==> src/rtl/serial_adder_pkg.sv <==
// Shared types for the bit-serial adder.
package serial_adder_pkg;

    typedef enum logic [1:0] {
        IDLE = 2'd0,
        RUN  = 2'd1,
        DONE = 2'd2
    } state_t;

endpackage

==> src/rtl/full_adder.sv <==
// Single-bit full adder shared across the datapath library.
module full_adder (
    input  logic a,
    input  logic b,
    input  logic cin,
    output logic sum,
    output logic cout
);

    assign sum  = a ^ b ^ cin;
    assign cout = (a & b) | (a & cin) | (b & cin);

endmodule

==> src/rtl/serial_adder.sv <==
// Bit-serial adder: captures two operands, adds them LSB-first through one
// full_adder per clock, and hands the sum/carry out over a valid/ready port.
module serial_adder
    import serial_adder_pkg::*;
#(
    parameter int unsigned WIDTH = 8
) (
    input  logic             clk,
    input  logic             rst,
    input  logic             in_valid,
    output logic             in_ready,
    input  logic [WIDTH-1:0] in_a,
    input  logic [WIDTH-1:0] in_b,
    input  logic             in_cin,
    output logic             out_valid,
    input  logic             out_ready,
    output logic [WIDTH-1:0] out_sum,
    output logic             out_cout,
    output logic             busy
);

    localparam int unsigned CNT_W = $clog2(WIDTH);

    state_t             state, state_nxt;
    logic [WIDTH-1:0]   a_sr, a_sr_nxt;
    logic [WIDTH-1:0]   b_sr, b_sr_nxt;
    logic [WIDTH-1:0]   sum_sr, sum_sr_nxt;
    logic               carry, carry_nxt;
    logic [CNT_W-1:0]   cnt, cnt_nxt;
    logic [WIDTH-1:0]   out_sum_nxt;
    logic               out_cout_nxt;
    logic               in_ready_nxt;
    logic               out_valid_nxt;
    logic               busy_nxt;
    logic               fa_sum;
    logic               fa_cout;
    logic [WIDTH-1:0]   sum_shifted;

    full_adder u_full_adder (
        .a    (a_sr[0]),
        .b    (b_sr[0]),
        .cin  (carry),
        .sum  (fa_sum),
        .cout (fa_cout)
    );

    assign sum_shifted = {fa_sum, sum_sr[WIDTH-1:1]};

    // Next-state and datapath sequencing.
    always_comb begin
        state_nxt    = state;
        a_sr_nxt     = a_sr;
        b_sr_nxt     = b_sr;
        sum_sr_nxt   = sum_sr;
        carry_nxt    = carry;
        cnt_nxt      = cnt;
        out_sum_nxt  = out_sum;
        out_cout_nxt = out_cout;

        case (state)
            IDLE: begin
                if (in_valid) begin
                    a_sr_nxt  = in_a;
                    b_sr_nxt  = in_b;
                    carry_nxt = in_cin;
                    cnt_nxt   = '0;
                    state_nxt = RUN;
                end
            end
            RUN: begin
                sum_sr_nxt = sum_shifted;
                a_sr_nxt   = a_sr >> 1;
                b_sr_nxt   = b_sr >> 1;
                carry_nxt  = fa_cout;
                if (cnt == CNT_W'(WIDTH - 1)) begin
                    cnt_nxt      = '0;
                    out_sum_nxt  = sum_shifted;
                    out_cout_nxt = fa_cout;
                    state_nxt    = DONE;
                end else begin
                    cnt_nxt = cnt + CNT_W'(1);
                end
            end
            DONE: begin
                if (out_ready) begin
                    state_nxt = IDLE;
                end
            end
            default: begin
                state_nxt = IDLE;
            end
        endcase

        // Handshake flags are registered copies of the decoded next state.
        in_ready_nxt  = (state_nxt == IDLE);
        out_valid_nxt = (state_nxt == DONE);
        busy_nxt      = (state_nxt == RUN) || (state_nxt == DONE);
    end

    always_ff @(posedge clk) begin
        if (rst) begin
            state     <= IDLE;
            a_sr      <= '0;
            b_sr      <= '0;
            sum_sr    <= '0;
            carry     <= 1'b0;
            cnt       <= '0;
            out_sum   <= '0;
            out_cout  <= 1'b0;
            in_ready  <= 1'b1;
            out_valid <= 1'b0;
            busy      <= 1'b0;
        end else begin
            state     <= state_nxt;
            a_sr      <= a_sr_nxt;
            b_sr      <= b_sr_nxt;
            sum_sr    <= sum_sr_nxt;
            carry     <= carry_nxt;
            cnt       <= cnt_nxt;
            out_sum   <= out_sum_nxt;
            out_cout  <= out_cout_nxt;
            in_ready  <= in_ready_nxt;
            out_valid <= out_valid_nxt;
            busy      <= busy_nxt;
        end
    end

endmodule

==> config.mk <==
export PLATFORM = sky130hd
export DESIGN_NAME = serial_adder
export DESIGN_NICKNAME = d
export VERILOG_FILES = /design/src/rtl/serial_adder_pkg.sv /design/src/rtl/full_adder.sv /design/src/rtl/serial_adder.sv
export SDC_FILE = /design/constraint.sdc
export NUM_CORES = 1
export LEC_CHECK = 0
export ABC_AREA = 1
export CAP_MARGIN = 5
export CORE_MARGIN = 3
export CORE_UTILIZATION = 62
export DETAILED_ROUTE_END_ITERATION = 7
export DONT_BUFFER_PORTS = 1
export PLACE_DENSITY = 0.78
export SYNTH_ARGS = -nofsm -noshare
export SYNTH_HDL_FRONTEND = slang
export SYNTH_SLANG_ARGS = --single-unit
==> constraint.sdc <==
create_clock -name clk -period 1.9 [get_ports clk]
set_input_delay 0.38 -clock clk [delete_from_list [all_inputs] [get_ports clk]]
set_output_delay 0.38 -clock clk [all_outputs]
set_load 0.03 [all_outputs]
Word-level counts from Yosys, hierarchy flattened
Index checks and enable logic that the tools add are counted.
{"block": "word_totals", "ram_bits": 0, "input_bits": 21, "regBits": 42, "mem_bits_ro": 0, "elab_cells": 44, "mem_count": 0, "latch_bits": 0}
{"block": "op_classes", "eq_ne": 6, "div_mod_pow": 0, "add_sub_neg": 1, "n_shift": 0, "n_bitwise": 7, "mul": 0, "magnitude_cmp": 0, "n_reduce_logical": 6, "muxes": 13}
{"operator": "$pmux 8 s2", "count": 2}
{"operator": "$mux 8", "count": 2}
{"operator": "$mux 2", "count": 3}
{"operator": "$mux 3", "count": 2}
{"operator": "$pmux 2 s3", "count": 1}
{"operator": "$pmux 3 s2", "count": 1}
{"operator": "$eq 2x1->1 const B", "count": 2}
{"operator": "$eq 2x2->1 const B", "count": 2}
{"operator": "$logic_not 2->1", "count": 2}
{"operator": "$reduce_and 2->1", "count": 2}
{"operator": "$add 3x1->3 const B", "count": 1}
{"operator": "$and 1x1->1", "count": 3}
{"operator": "$eq 3x3->1 const B", "count": 1}
{"operator": "$ne 2x2->1 const B", "count": 1}
{"operator": "$or 1x1->1", "count": 2}
{"operator": "$pmux 1 s2", "count": 1}
{"operator": "$reduce_bool 2->1", "count": 1}
{"operator": "$xor 1x1->1", "count": 2}
{"operator": "$logic_or 1x1->1", "count": 1}
{"operator": "$mux 1", "count": 1}

Longest topological paths before layout
{"block": "depth", "word_depth": 5, "depth_mapped": 9, "depth_no_buf": 9}

By module
From an unflattened synthesis, not the netlist that was laid out.
{"block": "hier_totals", "hier_cells": 288, "hier_area_um2": 1863.0}
{"mod": "serial_adder", "instances": 1, "cells_per_inst": 287, "area_per_inst_um2": 1843.0, "seq_area_each_um2": 820.8}
{"mod": "full_adder", "instances": 1, "cells_per_inst": 1, "area_per_inst_um2": 20.0, "seq_area_each_um2": 0.0}

Least setup slack after synthesis
Ideal clock, no wire load.
{"block": "synth_timing", "path_type": "register to register", "startpoint": "register cnt[0]", "endpoint": "register in_ready", "setup_time_ns": 0.123, "t_arrival_ns": 1.372, "path_slack_ns": 0.404, "path_stages_with_launch": 9, "period_less_slack_ns": 1.496, "required_ns": 1.777, "path_buffers": 0, "path_cell_list": "dfxtp_1 ha_1 ha_1 inv_1 nand2_1 nand2_1 inv_1 ha_1 or2_2"}
{"block": "synth_between", "elab_chain_len": 4}
{"element": "from (decl)", "line_no": "serial_adder.sv:29", "text": "logic [CNT_W-1:0] cnt, cnt_nxt;"}
{"element": "from (signal assigned)", "line_no": "serial_adder.sv:119", "text": "cnt <= cnt_nxt;"}
{"element": "$eq 3x3->1", "line_no": "serial_adder.sv:75", "text": "if (cnt == CNT_W'(WIDTH - 1)) begin"}
{"element": "$mux 2", "line_no": "serial_adder.sv:75"}
{"element": "$pmux 2 s3", "line_no": "serial_adder.sv:60", "text": "case (state)"}
{"element": "$logic_not 2->1", "line_no": "serial_adder.sv:95", "text": "in_ready_nxt = (state_nxt == IDLE);"}
{"element": "named net in_ready_nxt", "line_no": "serial_adder.sv:32", "text": "logic in_ready_nxt;"}
{"element": "to (signal assigned)", "line_no": "serial_adder.sv:122", "text": "in_ready <= in_ready_nxt;"}
{"element": "to (decl)", "line_no": "serial_adder.sv:11", "text": "output logic in_ready,"}
The timed path passes the listed nets, and every way through them passes these cells.
A chain may end at the register's enable or synchronous reset.

Final worst setup path
{"block": "layout_timing", "startpoint": "register state[0]", "endpoint": "register in_ready"}
{"block": "layout_between", "elab_chain_len": 3, "word_cells_on_any_way": 8}
{"element": "from (decl)", "line_no": "serial_adder.sv:24", "text": "state_t state, state_nxt;"}
{"element": "from (signal assigned)", "line_no": "serial_adder.sv:114", "text": "state <= state_nxt;"}
{"element": "$eq 2x2->1 (tied with other cells)", "line_no": "serial_adder.sv:60"}
{"element": "$pmux 2 s3 (*)", "line_no": "serial_adder.sv:60"}
{"element": "named net state_nxt[1]", "line_no": "serial_adder.sv:24"}
{"element": "$logic_not 2->1 (*)", "line_no": "serial_adder.sv:95"}
{"element": "named net in_ready_nxt", "line_no": "serial_adder.sv:32"}
The timed path passes the listed nets; every way through them passes the cells marked *.

==> flow_metrics.tcl <==
set metrics [dict create \
    nets 318 \
    slew_violations 0 \
    yosys_warnings 0 \
    setup_viol 0 \
    hold_viol_final 0 \
    cts.sinks 41 \
    fp.coreArea_um2 3080 \
    antenna_found_initial 0 \
    cts_tree "built" \
    comb_power_share_pct 13.7 \
    synth_fp_nets 321 \
    rows 20 \
    p_switching_mw 0.455 \
    cp.required_ps 2140 \
    grt_max_degree 36 \
    reg2reg_slack_ps 270 \
    numCtsBuffers 5 \
    r2r-start "state[0]" \
    clk_latency_ps 340 \
    power_leakage_nw 1.03 \
    drc 0 \
    skew_ps 8.05 \
    synth.yosys.seq_area_share_pct 40.5 \
    syn2layout_area_growth_pct 1.79 \
    power.density_cell_area_nw_per_um2 809 \
    fin_area_um2 2060 \
    finalCriticalPeriod_ps 1630 \
    p_clk_share_pct 29.2 \
    clockBufferDepth 2 \
    min_period_over_period_pct 85.6 \
    dieWidth_um 63.2 \
    netlist_area_um2 2030 \
    sw_frac_of_total_pct 27.3 \
    hold_buffers 0 \
    boundaryPins 33 \
    cp-start-kind "register" \
    startpoint "state[0]" \
    ys_ff_latch 41 \
    cts_resized 0 \
    avgViaCountPerCell 4.73 \
    post-cts-setup-buffer-count 0 \
    hold_class "primary input to register" \
    end_kind "register" \
    clkTransAtPathRegs_ps 120 \
    hpwlAfterDp_um 2290 \
    ctsRootBufferMaster "clkbuf_4" \
    vias 1593 \
    status "finished, final reports clean" \
    grt_usage_pct 18.1 \
    diodes 0 \
    grt_pass1_wl_um 5820 \
    fin_tns_setup_ps 0 \
    wl_per_cell_um 9.99 \
    place_area_um2 1990 \
    pwr-share-seq_pct 57.1 \
    totalPowerFinal_mw 1.67 \
    start_util_pct 65.9 \
    fmax_mhz 615 \
    syn_area_per_cell_um2 6.87 \
    drive_gt1_share_pct 12.6 \
    utilization_pct 67.0 \
    rsz0062_at_grt "false" \
    htree_levels 2 \
    wl_um 3370 \
    overflow 0 \
    routabilityCongestion 0.731 \
    synth_cells 295 \
    maxCapViolations 0 \
    grt_pass1_vias 1380 \
    worstPathArrival_ps 1860 \
    critical_path_class "register to register" \
    die_area_um2 3990 \
    hp-start "rst" \
    relSlewSlack_pct 41.9 \
    drtIter0Drc 74 \
    drtAntennaViolNets 0 \
    die_y_um 63.2 \
    p_int_mw 1.21 \
    max_slew.worst_pin.slew_ps 869 \
    port_buffers 0 \
    first_pass_iters 4 \
    peakVddDrop_uv 493 \
    cp_max_fo 15 \
    yosysUniqueCellTypes 23 \
]
stage by stage:
stage	hold slack [ps]	cells	setup slack (ps)
2_1_floorplan	441	295	404
3_5_place_dp	446	329	284
4_1_cts	72.9	337	256
3_3_place_gp	446	329	337
6_report	78.0	337	273
5_1_grt	55.9	337	148
final cells by class:
type	count	area, µm²
Clock buffer	7	65.1
Clock inverter	1	5.00
Fill cell	275	1010
Inverter	42	160
Multi-Input combinational cell	199	935
Sequential cell	41	821
Tap cell	44	55.1
Timing Repair Buffer	3	22.5
cells by family after synthesis:
group	Yosys count	share of synthesized area, %
AO/OA/AOI/OAI	14	4.75
buffers and inverters	55	13.4
adder cells (fa/ha/maj)	5	3.46
flip-flops	41	40.5
AND/OR/NAND/NOR	180	37.9
routing by layer:
metal | part of all wire (%) | track usage (%)
met1 | 47 | 22.0
met3 | 4.7 | 4.46
met2 | 46 | 30.2
met4 | 1.6 | 8.09
met5 | 0 | 0
worst max-delay path, stage by stage, from the launching register on:
cell     delay [ps]
dfxtp_1         510
inv_2           110
nor2_8          170
nand2_4         140
nand2_1         120
inv_1            60
ha_1            160
or2_2           260
cells in the mapped netlist:
cell type	n	area (µm²)
a21oi_1	2	10.0
a21oi_2	4	35.0
buf_1	1	3.75
buf_2	2	10.0
buf_6	5	56.3
buf_8	2	30.0
clkbuf_1	3	11.3
dfxtp_1	41	821
fa_1	1	20.0
ha_1	4	50.1
inv_1	40	150
inv_2	1	3.75
inv_4	1	6.26
nand2_1	87	327
nand2_2	8	50.1
nand2_4	2	22.5
nand3_1	17	85.1
nor2_1	57	214
nor2_2	7	43.8
nor2_8	1	20.0
o21ai_0	7	35.0
o21ai_4	1	16.3
or2_2	1	6.26
path summary, 6_finish.rpt:
kind | endpoint | cells past startpoint
setup / recovery | in_ready | 7
hold / removal | cnt[2] | 1
setup reg to reg | in_ready | 7
hold reg to reg | sum_sr[7] | 2
layout by cell type, fill, tap and decap left out, drive strengths merged:
cell type | netlist | layout
a21oi | 6 | 6
nor2 | 65 | 65
or2 | 1 | 1
dfxtp | 41 | 41
clkinv | 0 | 1
nand2 | 97 | 97
nand3 | 17 | 17
o21ai | 8 | 8
inv | 42 | 42
buf | 10 | 3
fa | 1 | 1
clkbuf | 3 | 7
ha | 4 | 4
flip-flops by register name, indices dropped and copies added (netlist names):
signal / flops
out_cout: 1
cnt: 3
state: 2
out_valid: 1
in_ready: 1
a_sr: 8
busy: 1
carry: 1
sum_sr: 7
out_sum: 8
b_sr: 8
power groups by stage:
stage          clock [mW]  combinational (mW)  sequential (mW)
5_1_grt             0.532               0.270            0.963
2_1_floorplan           0               0.223            0.963
4_1_cts             0.495               0.230            0.954
6_report            0.487               0.228            0.953
3_5_place_dp            0               0.229            0.973
3_3_place_gp            0               0.226            0.972
Power figures use the tool's default switching activity.
